### src/rtl/timer_pkg.sv
// Shared types and packed-BCD helpers for the Two Mode Timer countdown and stopwatch stages.
package timer_pkg;

  typedef enum logic [1:0] {
    IDLE  = 2'd0,
    RUN   = 2'd1,
    PAUSE = 2'd2,
    DONE  = 2'd3
  } timer_state_e;

  localparam int unsigned BCD_DIGIT_W = 4;
  localparam logic [BCD_DIGIT_W-1:0] BCD_MAX_DIGIT = 4'd9;

  function automatic logic [BCD_DIGIT_W-1:0] bcd_clamp_digit(input logic [BCD_DIGIT_W-1:0] d);
    return (d > BCD_MAX_DIGIT) ? BCD_MAX_DIGIT : d;
  endfunction

  function automatic logic [2*BCD_DIGIT_W-1:0] bcd_clamp(input logic [2*BCD_DIGIT_W-1:0] v);
    return {bcd_clamp_digit(v[7:4]), bcd_clamp_digit(v[3:0])};
  endfunction

  // Saturates at 00 so a stray call can never produce a non-BCD value.
  function automatic logic [2*BCD_DIGIT_W-1:0] bcd_dec(input logic [2*BCD_DIGIT_W-1:0] v);
    logic [BCD_DIGIT_W-1:0] tens;
    logic [BCD_DIGIT_W-1:0] units;
    tens  = v[7:4];
    units = v[3:0];
    if (units != '0) begin
      units = units - 4'd1;
    end else if (tens != '0) begin
      units = BCD_MAX_DIGIT;
      tens  = tens - 4'd1;
    end
    return {tens, units};
  endfunction

endpackage

### src/rtl/tick_gen.sv
// Prescaler: counts enabled cycles and pulses tick on the wrap from CLK_DIV-1 to 0.
module tick_gen #(
  parameter int unsigned CLK_DIV = 50_000_000,
  parameter int unsigned PRESC_W = 26
) (
  input  logic clk,
  input  logic rst_n,
  input  logic en,
  input  logic clr,
  output logic tick
);

  localparam logic [PRESC_W-1:0] LAST = PRESC_W'(CLK_DIV - 1);

  logic [PRESC_W-1:0] cnt_q;
  logic [PRESC_W-1:0] cnt_d;

  always_comb begin
    cnt_d = cnt_q;
    if (clr) begin
      cnt_d = '0;
    end else if (en) begin
      cnt_d = (cnt_q == LAST) ? '0 : cnt_q + PRESC_W'(1);
    end
  end

  // With en low the count simply holds, which is how a pause keeps its phase.
  always_comb begin
    tick = en && (cnt_q == LAST);
  end

  always_ff @(posedge clk) begin
    if (!rst_n) begin
      cnt_q <= '0;
    end else begin
      cnt_q <= cnt_d;
    end
  end

endmodule

### src/rtl/bcd_countdown_timer.sv
// Two-digit packed-BCD countdown stage of the Two Mode Timer.
// Optional macro TIMER_AUTORELOAD_EN: reload the last loaded value on expiry and keep running.
module bcd_countdown_timer
  import timer_pkg::*;
#(
  parameter int unsigned CLK_DIV = 50_000_000,
  parameter int unsigned PRESC_W = 26
) (
  input  logic       clk,
  input  logic       rst_n,
  input  logic       load,
  input  logic [7:0] load_val,
  input  logic       start_stop,
  input  logic       clear,
  output logic [7:0] count,
  output logic       running,
  output logic       expired,
  output logic       done
);

  timer_state_e state_q, state_d;
  logic [7:0]   count_q, count_d;
  logic         done_q, done_d;
  logic         running_q, running_d;
  logic         expired_q, expired_d;
  logic         presc_en;
  logic         presc_clr;
  logic         tick;

`ifdef TIMER_AUTORELOAD_EN
  logic [7:0]   reload_q, reload_d;
`endif

  tick_gen #(
    .CLK_DIV (CLK_DIV),
    .PRESC_W (PRESC_W)
  ) u_tick_gen (
    .clk   (clk),
    .rst_n (rst_n),
    .en    (presc_en),
    .clr   (presc_clr),
    .tick  (tick)
  );

  // Priority: clear > load > start_stop > tick. The prescaler only advances
  // when none of the control pulses is present, so a start_stop coinciding
  // with a tick pauses with the prescaler parked at CLK_DIV-1.
  always_comb begin
    state_d   = state_q;
    count_d   = count_q;
    done_d    = 1'b0;
    presc_en  = 1'b0;
    presc_clr = 1'b0;
`ifdef TIMER_AUTORELOAD_EN
    reload_d  = reload_q;
`endif
    if (clear) begin
      count_d   = '0;
      state_d   = IDLE;
      presc_clr = 1'b1;
    end else if (load) begin
      count_d   = bcd_clamp(load_val);
      state_d   = IDLE;
      presc_clr = 1'b1;
`ifdef TIMER_AUTORELOAD_EN
      reload_d  = bcd_clamp(load_val);
`endif
    end else if (start_stop) begin
      unique case (state_q)
        IDLE: begin
          if (count_q != '0) begin
            state_d   = RUN;
            presc_clr = 1'b1;
          end
        end
        RUN:     state_d = PAUSE;
        PAUSE:   state_d = RUN;
        default: state_d = state_q;
      endcase
    end else if (state_q == RUN) begin
      presc_en = 1'b1;
      if (tick) begin
        if (count_q == 8'h01) begin
          done_d = 1'b1;
`ifdef TIMER_AUTORELOAD_EN
          if (reload_q != '0) begin
            count_d = reload_q;
          end else begin
            count_d = '0;
            state_d = DONE;
          end
`else
          count_d = '0;
          state_d = DONE;
`endif
        end else begin
          count_d = bcd_dec(count_q);
        end
      end
    end
    running_d = (state_d == RUN);
    expired_d = (state_d == DONE);
  end

  always_ff @(posedge clk) begin
    if (!rst_n) begin
      state_q   <= IDLE;
      count_q   <= '0;
      done_q    <= 1'b0;
      running_q <= 1'b0;
      expired_q <= 1'b0;
`ifdef TIMER_AUTORELOAD_EN
      reload_q  <= '0;
`endif
    end else begin
      state_q   <= state_d;
      count_q   <= count_d;
      done_q    <= done_d;
      running_q <= running_d;
      expired_q <= expired_d;
`ifdef TIMER_AUTORELOAD_EN
      reload_q  <= reload_d;
`endif
    end
  end

  always_comb begin
    count   = count_q;
    running = running_q;
    expired = expired_q;
    done    = done_q;
  end

endmodule

### config.mk
export PLATFORM = sky130hd
export DESIGN_NAME = bcd_countdown_timer
export DESIGN_NICKNAME = d
export VERILOG_FILES = /design/src/rtl/timer_pkg.sv /design/src/rtl/tick_gen.sv /design/src/rtl/bcd_countdown_timer.sv
export SDC_FILE = /design/constraint.sdc
export NUM_CORES = 1
export LEC_CHECK = 0
export ABC_AREA = 1
export ABC_CLOCK_PERIOD_IN_PS = 3900
export CAP_MARGIN = 20
export CORE_MARGIN = 8
export CORE_UTILIZATION = 40
export CTS_BUF_LIST = sky130_fd_sc_hd__clkbuf_16
export DETAILED_ROUTE_END_ITERATION = 16
export GPL_ROUTABILITY_DRIVEN = 0
export HOLD_SLACK_MARGIN = 0.08
export MAX_ROUTING_LAYER = met4
export PLACE_DENSITY = 0.7
export SLEW_MARGIN = 5
export SYNTH_ARGS = -nofsm -noshare
export SYNTH_HDL_FRONTEND = slang
export SYNTH_HIERARCHICAL = 1
export SYNTH_SLANG_ARGS = --single-unit
### constraint.sdc
create_clock -name clk -period 3.9 [get_ports clk]
set_input_delay 0.39 -clock clk [delete_from_list [all_inputs] [get_ports clk]]
set_output_delay 0.39 -clock clk [all_outputs]
set_load 0.05 [all_outputs]
== Word-level counts from Yosys, hierarchy flattened ==
Cells that the tools add are included.

* Magnitude comparators: 2
* Add/subtract/negate cells: 3
* Reduce and logical (&&, ||, !) cells: 14
* Bitwise operators: 3
* Mux-type cells: 30
* Eq/ne operators: 8

{| class="wikitable"
|+ Operators by type and width
! operator !! count
|-
| $mux W8 || 5
|-
| $add A26 B1 Y26 const B || 1
|-
| $eq A26 B26 Y1 const B || 1
|-
| $mux W26 || 1
|-
| $mux W4 || 6
|-
| $mux W2 || 7
|-
| $reduce_bool A4 Y1 || 3
|-
| $mux W1 || 10
|-
| $eq A8 B1 Y1 const B || 1
|-
| $gt A4 B4 Y1 const B || 2
|-
| $reduce_bool A8 Y1 || 1
|-
| $sub A4 B1 Y4 const B || 2
|-
| $pmux W2 S3 || 1
|-
| $reduce_or A6 Y1 || 1
|-
| $reduce_and A5 Y1 || 1
|-
| $eq A2 B1 Y1 const B || 2
|-
| $eq A2 B2 Y1 const B || 2
|-
| $reduce_and A4 Y1 || 1
|-
| $reduce_bool A2 Y1 || 2
|-
| $reduce_or A2 Y1 || 2
|-
| $ne A3 B3 Y1 const B || 1
|-
| $not A1 Y1 || 3
|-
| $reduce_bool A3 Y1 || 1
|-
| $logic_not A2 Y1 || 1
|-
| 2 further kinds || 2
|}

* Output and inout port bits: 11
* Word-level logic and storage cells: 67
* Bits of input ports: 13
* Register bits after elaboration: 39

== Longest topological paths before layout ==
Gate-level depths: netlist of run 1.

* Word-level depth: 12
* Gate-level depth with buffers: 15
* Gate-level depth less buffers: 14

== By module ==
The synthesis of run 1 kept the hierarchy.

{| class="wikitable"
|+ By module, submodules not included
! module !! cells each !! times used !! sequential area each (um^2) !! area an instance (um^2)
|-
| tick_gen || 259 || 1 || 520.5 || 1,624.1
|-
| bcd_countdown_timer || 143 || 1 || 260.2 || 899.6
|}

== Least setup slack after synthesis of run 1 ==
Ideal clock, no wire load.

* Path type: input to register
* Start: input port load
* End: register count_q[5] (netlist: count[5])
* Path buffers: 1
* Cell stages on the path: 13
* Arrival: 2.144 ns
* Library setup time: 0.113 ns
* Path slack: 1.643 ns
* Required time: 3.787 ns
* Cells stage by stage: nor2_1 nand2_1 nor2_1 buf_2 nand2_1 nor3_1 nand2_1 nor2_1 nand3_1 nand2_4 nand2_4 nor2_1 nor2_1

* Longest elaborated chain between the ends: 5
* Elaborated cells between the ends (all ways): 10
* Those cells by class: eq/ne: 2; mux: 3; reduce/logical: 5

{| class="wikitable"
|+ RTL lines
! element !! line !! RTL
|-
| start: declaration || bcd_countdown_timer.sv:11 || <nowiki>input logic load,</nowiki>
|-
| $mux W1 || bcd_countdown_timer.sv:61 || <nowiki>end else if (load) begin</nowiki>
|-
| $mux W1 || bcd_countdown_timer.sv:57 || <nowiki>if (clear) begin</nowiki>
|-
| named net presc_en || bcd_countdown_timer.sv:26 || <nowiki>logic presc_en;</nowiki>
|-
| $logic_and A1 B1 Y1 || tick_gen.sv:29 || <nowiki>tick = en && (cnt_q == LAST);</nowiki>
|-
| named net tick || bcd_countdown_timer.sv:28 || <nowiki>logic tick;</nowiki>
|-
| $reduce_bool A2 Y1 (no source line) || -- ||
|-
| $reduce_and A5 Y1 (no source line) || -- ||
|-
| end signal: assignment || bcd_countdown_timer.sv:117 || <nowiki>count_q <= count_d;</nowiki>
|-
| end: declaration || bcd_countdown_timer.sv:22 || <nowiki>logic [7:0] count_q, count_d;</nowiki>
|}

The timed path passes the listed nets, and every way through them passes these cells.
A chain may end at the register's enable or synchronous reset.

== Worst setup path after layout of run 1 ==
* Start: input port load
* End: register count_q[3] (netlist: count[3])

* Longest elaborated chain between the ends: 5
* Elaborated cells between the ends (all ways): 9
* Those cells by class: eq/ne: 1; mux: 3; reduce/logical: 5

{| class="wikitable"
|+ RTL lines
! element !! line
|-
| $mux W1 || bcd_countdown_timer.sv:61
|-
| $mux W1 || bcd_countdown_timer.sv:57
|-
| named net presc_en || bcd_countdown_timer.sv:26
|-
| $logic_and A1 B1 Y1 || tick_gen.sv:29
|-
| named net tick || bcd_countdown_timer.sv:28
|-
| $reduce_bool A2 Y1 (no source line) || --
|-
| $reduce_and A4 Y1 (no source line) || --
|}

The timed path passes the listed nets, and every way through them passes these cells.

==> results of run 1 <==
metal layers:
layer  vias to the layer above  routed length [um]
li1                       1319                   -
met1                      1131                2695
met2                        54                2935
met3                         6                 239
met4                         0                  92
met5                         -                   0
flip-flops by register name, indices dropped and copies added, names as in the netlist:
register          flops
state_q               2
u_tick_gen/cnt_q     26
count                 8
expired               1
running               1
done                  1
cell usage after synthesis, drive strengths merged:
library cell,count
buf,5
xor2,8
nand2,118
a21oi,10
o31ai,1
nand4,10
ha,4
a31oi,3
xnor2,2
inv,48
o211ai,1
o22ai,1
nor3b,1
o21ai,7
nor3,5
bufinv,1
nor4,2
mux2i,1
nand3,39
dfxtp,39
nor2,96
critical path, delay by kind of cell:
| family | cells | cell delay (ns) |
|---|---|---|
| AND/OR/NAND/NOR | 13 | 1.57 |
| buffers and inverters | 2 | 0.83 |
area by class of cell:
cell class                      count  area [um^2]  share of cell area
Clock buffer                        5        125.1             0.04223
Clock inverter                      3        11.26            0.003801
Inverter                           49        197.7             0.06672
Multi-Input combinational cell    309         1514              0.5110
Sequential cell                    39        780.7              0.2635
Tap cell                           77        96.34             0.03252
Timing Repair Buffer               24        237.7             0.08024
cell usage in the layout (no fill, tap or decap):
cell and count:
sky130_fd_sc_hd__o21ai_1 1, sky130_fd_sc_hd__o22ai_1 1, sky130_fd_sc_hd__nand3_1 36, sky130_fd_sc_hd__xnor2_1 2, sky130_fd_sc_hd__nand2_2 5, sky130_fd_sc_hd__a21oi_1 10, sky130_fd_sc_hd__clkbuf_16 5, sky130_fd_sc_hd__nor2_4 6
sky130_fd_sc_hd__inv_1 46, sky130_fd_sc_hd__nand3_2 1, sky130_fd_sc_hd__a31oi_1 3, sky130_fd_sc_hd__nor4_1 2, sky130_fd_sc_hd__clkdlybuf4s50_1 23, sky130_fd_sc_hd__nor3b_1 1, sky130_fd_sc_hd__o21ai_0 6, sky130_fd_sc_hd__dfxtp_1 39
sky130_fd_sc_hd__o31ai_1 1, sky130_fd_sc_hd__o211ai_1 1, sky130_fd_sc_hd__clkinv_1 2, sky130_fd_sc_hd__xor2_1 8, sky130_fd_sc_hd__nand3_4 2, sky130_fd_sc_hd__ha_1 4, sky130_fd_sc_hd__nand2_4 4, sky130_fd_sc_hd__nor2_2 7
sky130_fd_sc_hd__bufinv_8 1, sky130_fd_sc_hd__nor2_1 83, sky130_fd_sc_hd__inv_2 3, sky130_fd_sc_hd__mux2i_1 1, sky130_fd_sc_hd__nand4_1 10, sky130_fd_sc_hd__buf_4 1, sky130_fd_sc_hd__nand2_1 109, sky130_fd_sc_hd__nor3_1 5
power by group through the flow:
| stage | clock network [mW] | registers [mW] | logic (mW) |
|---|---|---|---|
| after floorplan | 0 | 0.434 | 0.0798 |
| after global placement | 0 | 0.418 | 0.132 |
| after detailed placement | 0 | 0.418 | 0.133 |
| after CTS | 0.392 | 0.409 | 0.134 |
| after global routing | 0.413 | 0.410 | 0.150 |
| final | 0.386 | 0.410 | 0.133 |
per-stage QoR:
step	hold slack (ns)	cells	util	setup WS, ns	power (mW)
after detailed placement	0.5134	498	0.4529	1.031	0.5514
after global placement	0.5075	498	0.4529	1.108	0.5497
after CTS	0.5273	506	0.4747	1.320	0.9355
after floorplan	0.4841	402	-	1.643	0.5138
final	0.5236	506	0.4747	1.308	0.9289
after global routing	0.5612	506	0.4747	0.9907	0.9733
cells by family after synthesis:
family,synth area share
buffers and inverters,0.09073
xor gates and xnor gates,0.03471
adders and majority gates,0.01983
DFF,0.3094
muxes,0.003966
AOI/OAI and AO/OA,0.04958
and+or+nand+nor,0.4918
worst max-delay path by stage:
stage | slack, ns | cells past startpoint | end
floorplan | 1.64 | 13 | count[5]$_SDFFE_PP0P_
global placement | 1.11 | 15 | count[7]$_SDFFE_PP0P_
detailed placement | 1.03 | 14 | count[7]$_SDFFE_PP0P_
CTS | 1.32 | 14 | count[7]$_SDFFE_PP0P_
global route | 0.99 | 15 | count[4]$_SDFFE_PP0P_
finish | 1.31 | 15 | count[3]$_SDFFE_PP0P_
==> metrics.txt, run 1 <==
# TYPE chip_impl_metric gauge
chip_impl_metric{name="die_h",unit="um"} 95.43
chip_impl_metric{name="via_count_of_the_routed_design",unit=""} 2510
chip_impl_metric{name="fin_tns_setup",unit="ns"} 0
chip_impl_metric{name="grt.met2_usage",unit=""} 0.2647
chip_impl_metric{name="cts-buffers-inserted",unit=""} 5
chip_impl_metric{name="floorplan.initialDensity",unit=""} 0.4044
chip_impl_metric{name="number_of_optimization_iterations_in_the_first_detailed_route_pass",unit=""} 4
chip_impl_metric{name="grtUsageMet1",unit=""} 0.1620
chip_impl_metric{name="area_delta_synth_final",unit="%"} 17.40
chip_impl_metric{name="timing.critical_path.arrival",unit="ns"} 2.81
chip_impl_metric{name="avgViaCountPerCell",unit=""} 4.960
chip_impl_metric{name="required",unit="ns"} 4.11
chip_impl_metric{name="worst_skew_pair_later_pin_latency",unit="ns"} 0.28
chip_impl_info{name="crit_path_end_kind",value="flip-flop"} 1
chip_impl_metric{name="wl_per_cell",unit="um"} 11.78
chip_impl_metric{name="postSynthNetCount",unit=""} 419
chip_impl_metric{name="reg2reg_setup_slack",unit="ns"} 1.64
chip_impl_info{name="regToRegEndpoint",value="u_tick_gen/cnt_q[16]$_SDFFE_PP0P_"} 1
chip_impl_metric{name="dieArea",unit="um^2"} 9107
chip_impl_metric{name="grt_start_max_net_pins",unit=""} 16
chip_impl_info{name="criticalPathCategory",value="primary input to flip-flop"} 1
chip_impl_metric{name="post-cts-setup-buffers",unit=""} 0
chip_impl_info{name="grt.busiest_layer",value="met2"} 1
chip_impl_metric{name="fillers",unit=""} 666
chip_impl_metric{name="worst_path_largest_cell_delay",unit="ns"} 0.60
chip_impl_metric{name="coreArea",unit="um^2"} 6241
chip_impl_metric{name="cts_max_path_buffers",unit=""} 2
chip_impl_metric{name="transition_time_at_the_pin_with_the_least_slew_margin",unit="ns"} 0.5888
chip_impl_metric{name="synth_area_per_cell",unit="um^2"} 6.278
chip_impl_metric{name="synth-seq-cells",unit=""} 39
chip_impl_metric{name="antenna_cells_inserted",unit=""} 0
chip_impl_metric{name="grtUsageTotal",unit=""} 0.1513
chip_impl_metric{name="antenna_left",unit=""} 0
chip_impl_metric{name="finalHoldViolCount",unit=""} 0
chip_impl_metric{name="min_path_cells",unit=""} 2
chip_impl_info{name="clockRootBuffer",value="sky130_fd_sc_hd__clkbuf_16"} 1
chip_impl_metric{name="number_of_hold_buffers_added_after_cts",unit=""} 0
chip_impl_metric{name="htreeDepth",unit=""} 2
chip_impl_info{name="min_from",value="u_tick_gen/cnt_q[0]$_SDFFE_PP0P_"} 1
chip_impl_metric{name="seqPwrFrac",unit=""} 0.441
chip_impl_metric{name="power_density",unit="nW/um^2"} 313.5
chip_impl_metric{name="r2r_cells",unit=""} 8
chip_impl_metric{name="ys_seq_area_frac",unit=""} 0.3094
chip_impl_metric{name="synth_largest_type_area_fraction",unit=""} 0.3094
chip_impl_metric{name="routed_wirelength",unit="um"} 5962
chip_impl_info{name="critPathMostFrequentCell",value="sky130_fd_sc_hd__nand2_1"} 1
chip_impl_metric{name="cp_max_fo",unit=""} 15
chip_impl_info{name="worstPathCellList",value="clkdlybuf4s50_1, nor2_1, nand2_1, nor2_1, buf_4, nand2_1, nor3_1, nand2_1, nor2_1, nand3_1, nand2_4, nand2_2, nand2_1, nand2_1, nor2_1"} 1
chip_impl_info{name="tritoncts",value="yes"} 1
chip_impl_metric{name="syn_inst",unit=""} 402
chip_impl_metric{name="fin_crit",unit="ns"} 2.592
chip_impl_info{name="synth_top_cells_by_area",value="sky130_fd_sc_hd__dfxtp_1, sky130_fd_sc_hd__nand2_1, sky130_fd_sc_hd__nor2_1, sky130_fd_sc_hd__nand3_1, sky130_fd_sc_hd__inv_1"} 1
chip_impl_metric{name="rows",unit=""} 29
chip_impl_metric{name="share_clk_of_total_power",unit=""} 0.416
chip_impl_metric{name="number_of_antenna_violations_at_the_first_check_in_global_routing",unit=""} 0
chip_impl_metric{name="vias_in_the_first_global_route",unit=""} 2528
chip_impl_metric{name="ios",unit=""} 24
chip_impl_info{name="outcome",value="completed"} 1
chip_impl_metric{name="final_layout_size_suffix_gt1_frac",unit=""} 0.08159
chip_impl_metric{name="power.share.switching",unit=""} 0.2633
chip_impl_metric{name="detailedPlacementHpwl",unit="um"} 4652
chip_impl_info{name="worstSetupStartpoint",value="load"} 1
chip_impl_metric{name="max_freq",unit="MHz"} 385.8
chip_impl_metric{name="placed_cell_area",unit="um^2"} 2826
chip_impl_metric{name="p_leak",unit="nW"} 1.209
chip_impl_metric{name="p_int",unit="mW"} 0.6843
chip_impl_metric{name="design_area_final",unit="um^2"} 2963
chip_impl_info{name="r2r_start",value="count[4]$_SDFFE_PP0P_"} 1
chip_impl_metric{name="remaining_max_slew_budget_at_the_tightest_pin",unit=""} 0.6060
chip_impl_metric{name="synth.yosys.warnings",unit=""} 6
chip_impl_metric{name="worst_clock_skew_on_the_final_layout",unit="ns"} 0.007443
chip_impl_metric{name="drt_first_iter_violations",unit=""} 125
chip_impl_metric{name="grt_util_met3",unit=""} 0.03307
chip_impl_metric{name="die_x",unit="um"} 95.43
chip_impl_info{name="whs_endpoint",value="u_tick_gen/cnt_q[0]$_SDFFE_PP0P_"} 1
chip_impl_metric{name="port_buffers",unit=""} 23
chip_impl_metric{name="fin_crit_sh",unit=""} 0.6646
chip_impl_metric{name="netlist-cell-type-count",unit=""} 30
chip_impl_metric{name="tritoncts_num_sinks",unit=""} 39
chip_impl_info{name="critical-path-slowest-cell",value="sky130_fd_sc_hd__clkdlybuf4s50_1"} 1
chip_impl_metric{name="nNetsFinal",unit=""} 445
chip_impl_metric{name="synthesis.area",unit="um^2"} 2524
chip_impl_metric{name="postCtsResizedCells",unit=""} 0
chip_impl_metric{name="grt_pass1_wl",unit="um"} 10720
chip_impl_metric{name="timing.final.max_slew_violations",unit=""} 0
chip_impl_metric{name="max-cap-violations",unit=""} 0
chip_impl_info{name="crit_path_start_kind",value="primary input"} 1
chip_impl_metric{name="setup-violations-final",unit=""} 0
chip_impl_metric{name="worst_ir_drop_vdd",unit="V"} 0.0002026
chip_impl_metric{name="path_clk_slew",unit="ns"} 0.05
chip_impl_info{name="netlist.top_cell.by_area",value="sky130_fd_sc_hd__dfxtp_1"} 1
chip_impl_info{name="holdCritPathClass",value="flip-flop to flip-flop"} 1
chip_impl_metric{name="drc",unit=""} 0
chip_impl_metric{name="grt.overflow.total",unit=""} 0
chip_impl_metric{name="combinationalPowerShare",unit=""} 0.143
chip_impl_info{name="grt_setup_unrepaired",value="no"} 1
chip_impl_metric{name="switchingPower",unit="mW"} 0.2446
No activity file was read; power rests on OpenSTA's default activity.
==> inputs of run 2 (changes only) <==
--- a/config.mk
+++ b/config.mk
@@ -6,7 +6,7 @@
 export NUM_CORES = 1
 export LEC_CHECK = 0
 export ABC_AREA = 1
-export ABC_CLOCK_PERIOD_IN_PS = 3900
+export ABC_CLOCK_PERIOD_IN_PS = 2550
 export CAP_MARGIN = 20
 export CORE_MARGIN = 8
 export CORE_UTILIZATION = 40
==> constraint.sdc (replaced) <==
create_clock -name clk -period 2.55 [get_ports clk]
set_input_delay 0.255 -clock clk [delete_from_list [all_inputs] [get_ports clk]]
set_output_delay 0.255 -clock clk [all_outputs]
set_load 0.05 [all_outputs]
==> run 2 against run 1 <==
Register-to-register slack lost 1.1 ns; combinational power grew 55%; sequential power grew 53%; critical path type is now flip-flop to flip-flop; critical endpoint is now u_tick_gen/cnt_q[0]$_SDFFE_PP0P_; largest power group is now the clock network; highest routed layer unchanged.
==> metrics.txt, run 2 (synthesis gave the netlist of run 1 again) <==
# TYPE chip_impl_metric gauge
chip_impl_info{name="r2r_start",value="count[4]$_SDFFE_PP0P_"} 1
chip_impl_metric{name="worst_path_largest_cell_delay",unit="ns"} 0.31
chip_impl_metric{name="fin_crit",unit="ns"} 2.020
chip_impl_metric{name="worst_hold_margin",unit="ns"} 0.5372
chip_impl_metric{name="antenna_cells_inserted",unit=""} 0
chip_impl_metric{name="grt_pass1_wl",unit="um"} 10530
chip_impl_metric{name="required",unit="ns"} 2.77
chip_impl_metric{name="port_buffers",unit=""} 23
chip_impl_info{name="mostFrequentLayoutCell",value="sky130_fd_sc_hd__nand2_1"} 1
chip_impl_info{name="grt_setup_unrepaired",value="no"} 1
chip_impl_info{name="regToRegEndpoint",value="u_tick_gen/cnt_q[0]$_SDFFE_PP0P_"} 1
chip_impl_metric{name="grt.met2_usage",unit=""} 0.2555
chip_impl_info{name="whs_endpoint",value="u_tick_gen/cnt_q[0]$_SDFFE_PP0P_"} 1
chip_impl_metric{name="fin_crit_sh",unit=""} 0.7921
chip_impl_metric{name="dp_cells",unit=""} 502
chip_impl_metric{name="vias_in_the_first_global_route",unit=""} 2488
chip_impl_metric{name="final_util",unit=""} 0.4880
chip_impl_metric{name="tritoncts_num_sinks",unit=""} 39
chip_impl_metric{name="cp_max_fo",unit=""} 12
chip_impl_metric{name="nNetsFinal",unit=""} 449
chip_impl_metric{name="worst_skew_pair_later_pin_latency",unit="ns"} 0.28
chip_impl_info{name="path_delay_family",value="compound AO/OA/AOI/OAI gates"} 1
chip_impl_metric{name="max_freq",unit="MHz"} 495.1
chip_impl_metric{name="largest_register_ffs",unit=""} 26
chip_impl_metric{name="ios",unit=""} 24
chip_impl_metric{name="min_path_cells",unit=""} 2
chip_impl_metric{name="number_of_optimization_iterations_in_the_first_detailed_route_pass",unit=""} 5
chip_impl_metric{name="post-cts-setup-buffers",unit=""} 0
chip_impl_metric{name="die_x",unit="um"} 95.43
chip_impl_metric{name="via_count_of_the_routed_design",unit=""} 2546
chip_impl_metric{name="timing.final.max_slew_violations",unit=""} 0
chip_impl_metric{name="grt_util_met3",unit=""} 0.03386
chip_impl_info{name="tritoncts",value="yes"} 1
chip_impl_metric{name="dieArea",unit="um^2"} 9107
chip_impl_metric{name="grt_start_max_net_pins",unit=""} 13
chip_impl_info{name="most-common-layout-cells",value="sky130_fd_sc_hd__nand2_1, sky130_fd_sc_hd__nor2_1, sky130_fd_sc_hd__inv_1"} 1
chip_impl_metric{name="reg2reg_setup_slack",unit="ns"} 0.53
chip_impl_metric{name="area_delta_synth_final",unit="%"} 20.67
chip_impl_metric{name="timing.critical_path.arrival",unit="ns"} 2.24
chip_impl_metric{name="max-cap-violations",unit=""} 0
chip_impl_info{name="critical-path-slowest-cell",value="sky130_fd_sc_hd__dfxtp_1"} 1
chip_impl_metric{name="detailedPlacementHpwl",unit="um"} 4786
chip_impl_info{name="holdCritPathClass",value="flip-flop to flip-flop"} 1
chip_impl_metric{name="final_layout_size_suffix_gt1_frac",unit=""} 0.09469
chip_impl_metric{name="transition_time_at_the_pin_with_the_least_slew_margin",unit="ns"} 0.5604
chip_impl_metric{name="path_clk_slew",unit="ns"} 0.06
chip_impl_metric{name="grtUsageMet1",unit=""} 0.1639
chip_impl_info{name="worstPathCellList",value="inv_1, ha_1, nand3_1, o21ai_0, o31ai_1, nor2_2, buf_4, nand2_4, a21oi_1"} 1
chip_impl_metric{name="timing.critical_path.depth",unit=""} 9
chip_impl_metric{name="grtUsageTotal",unit=""} 0.1476
chip_impl_metric{name="worst_clock_skew_on_the_final_layout",unit="ns"} 0.006679
chip_impl_metric{name="grt.overflow.total",unit=""} 0
chip_impl_info{name="crit_path_end_kind",value="flip-flop"} 1
chip_impl_info{name="grt.busiest_layer",value="met2"} 1
chip_impl_metric{name="power_density",unit="nW/um^2"} 538.2
chip_impl_info{name="min_from",value="u_tick_gen/cnt_q[0]$_SDFFE_PP0P_"} 1
chip_impl_info{name="crit_path_start_kind",value="flip-flop"} 1
chip_impl_metric{name="number_of_buffers_and_inverters_on_the_critical_path",unit=""} 2
chip_impl_metric{name="drc",unit=""} 0
chip_impl_metric{name="remaining_max_slew_budget_at_the_tightest_pin",unit=""} 0.6250
chip_impl_metric{name="final_cells",unit=""} 510
chip_impl_metric{name="antenna_left",unit=""} 0
chip_impl_metric{name="r2r_cells",unit=""} 9
chip_impl_metric{name="number_of_antenna_violations_at_the_first_check_in_global_routing",unit=""} 0
chip_impl_info{name="clockRootBuffer",value="sky130_fd_sc_hd__clkbuf_16"} 1
chip_impl_metric{name="drt_first_iter_violations",unit=""} 149
chip_impl_metric{name="die_h",unit="um"} 95.43
chip_impl_metric{name="postCtsResizedCells",unit=""} 0
chip_impl_metric{name="rows",unit=""} 29
chip_impl_metric{name="report.power.total",unit="mW"} 1.639
chip_impl_metric{name="wl_per_cell",unit="um"} 12.05
chip_impl_metric{name="coreArea",unit="um^2"} 6241
chip_impl_metric{name="routed_wirelength",unit="um"} 6145
chip_impl_info{name="outcome",value="completed"} 1
chip_impl_metric{name="cts_max_path_buffers",unit=""} 2
chip_impl_metric{name="cts-buffers-inserted",unit=""} 5
chip_impl_info{name="regMostFlops",value="u_tick_gen/cnt_q"} 1
chip_impl_metric{name="finalHoldViolCount",unit=""} 0
chip_impl_metric{name="number_of_hold_buffers_added_after_cts",unit=""} 0
chip_impl_metric{name="avgViaCountPerCell",unit=""} 4.992
chip_impl_metric{name="floorplan.initialDensity",unit=""} 0.4044
chip_impl_metric{name="setup-violations-final",unit=""} 0
chip_impl_info{name="criticalPathCategory",value="flip-flop to flip-flop"} 1
chip_impl_metric{name="fin_tns_setup",unit="ns"} 0
chip_impl_metric{name="p_leak",unit="nW"} 1.255
chip_impl_metric{name="worst_ir_drop_vdd",unit="V"} 0.0002407
chip_impl_metric{name="htreeDepth",unit=""} 2
==> run 2: cell types whose count changed in the layout (fill, tap and decap cells not counted) <==
cell | before | now
sky130_fd_sc_hd__bufinv_16 | 0 | 2
sky130_fd_sc_hd__clkinv_1 | 2 | 0
sky130_fd_sc_hd__buf_4 | 1 | 5
==> run 2: final cells by class <==
class                      instances  area [um^2]
fill                             652         3196
multi-input combinational        309         1514
sequential                        39        780.7
timing repair buffer              28        267.8
inverter                          49        197.7
clock buffer                       5        125.1
tap                               77        96.34
clock inverter                     3        63.81
==> run 2: worst max-delay path by stage <==
stage                                from                                to
CTS                 count[4]$_SDFFE_PP0P_  u_tick_gen/cnt_q[0]$_SDFFE_PP0P_
global placement                     load             count[5]$_SDFFE_PP0P_
finish              count[4]$_SDFFE_PP0P_  u_tick_gen/cnt_q[0]$_SDFFE_PP0P_
floorplan                            load             count[5]$_SDFFE_PP0P_
detailed placement                   load             count[5]$_SDFFE_PP0P_
global route                         load             count[3]$_SDFFE_PP0P_
==> run 2: power breakdown <==
part           total [mW]  internal (mW)  switching [mW]
Sequential          0.626          0.617         0.00912
Clock               0.806          0.557           0.249
Combinational       0.206         0.0803           0.126
==> run 2: metal layers <==
layer  part of all wire  up-vias
li1                   -     1329
met1               0.46     1125
met2               0.47       78
met3              0.053       14
met4              0.019        0
met5                  0        -
==> run 2: worst min-delay path: cells and delay by family (launching register included) <==
| family | cells | cell delay [ns] |
|---|---|---|
| DFF | 1 | 0.35 |
| and+or+nand+nor | 1 | 0.08 |
| AOI/OAI and AO/OA | 1 | 0.05 |
==> run 2: metrics by stage <==
| stage | setup WS (ns) | cell area [um^2] |
|---|---|---|
| 6_report | 0.5301 | 3045 |
| 5_1_grt | 0.3216 | 3045 |
| 4_1_cts | 0.5341 | 3045 |
| 3_5_place_dp | 0.2889 | 2856 |
| 3_3_place_gp | 0.3214 | 2856 |
| 2_1_floorplan | 0.4280 | 2524 |
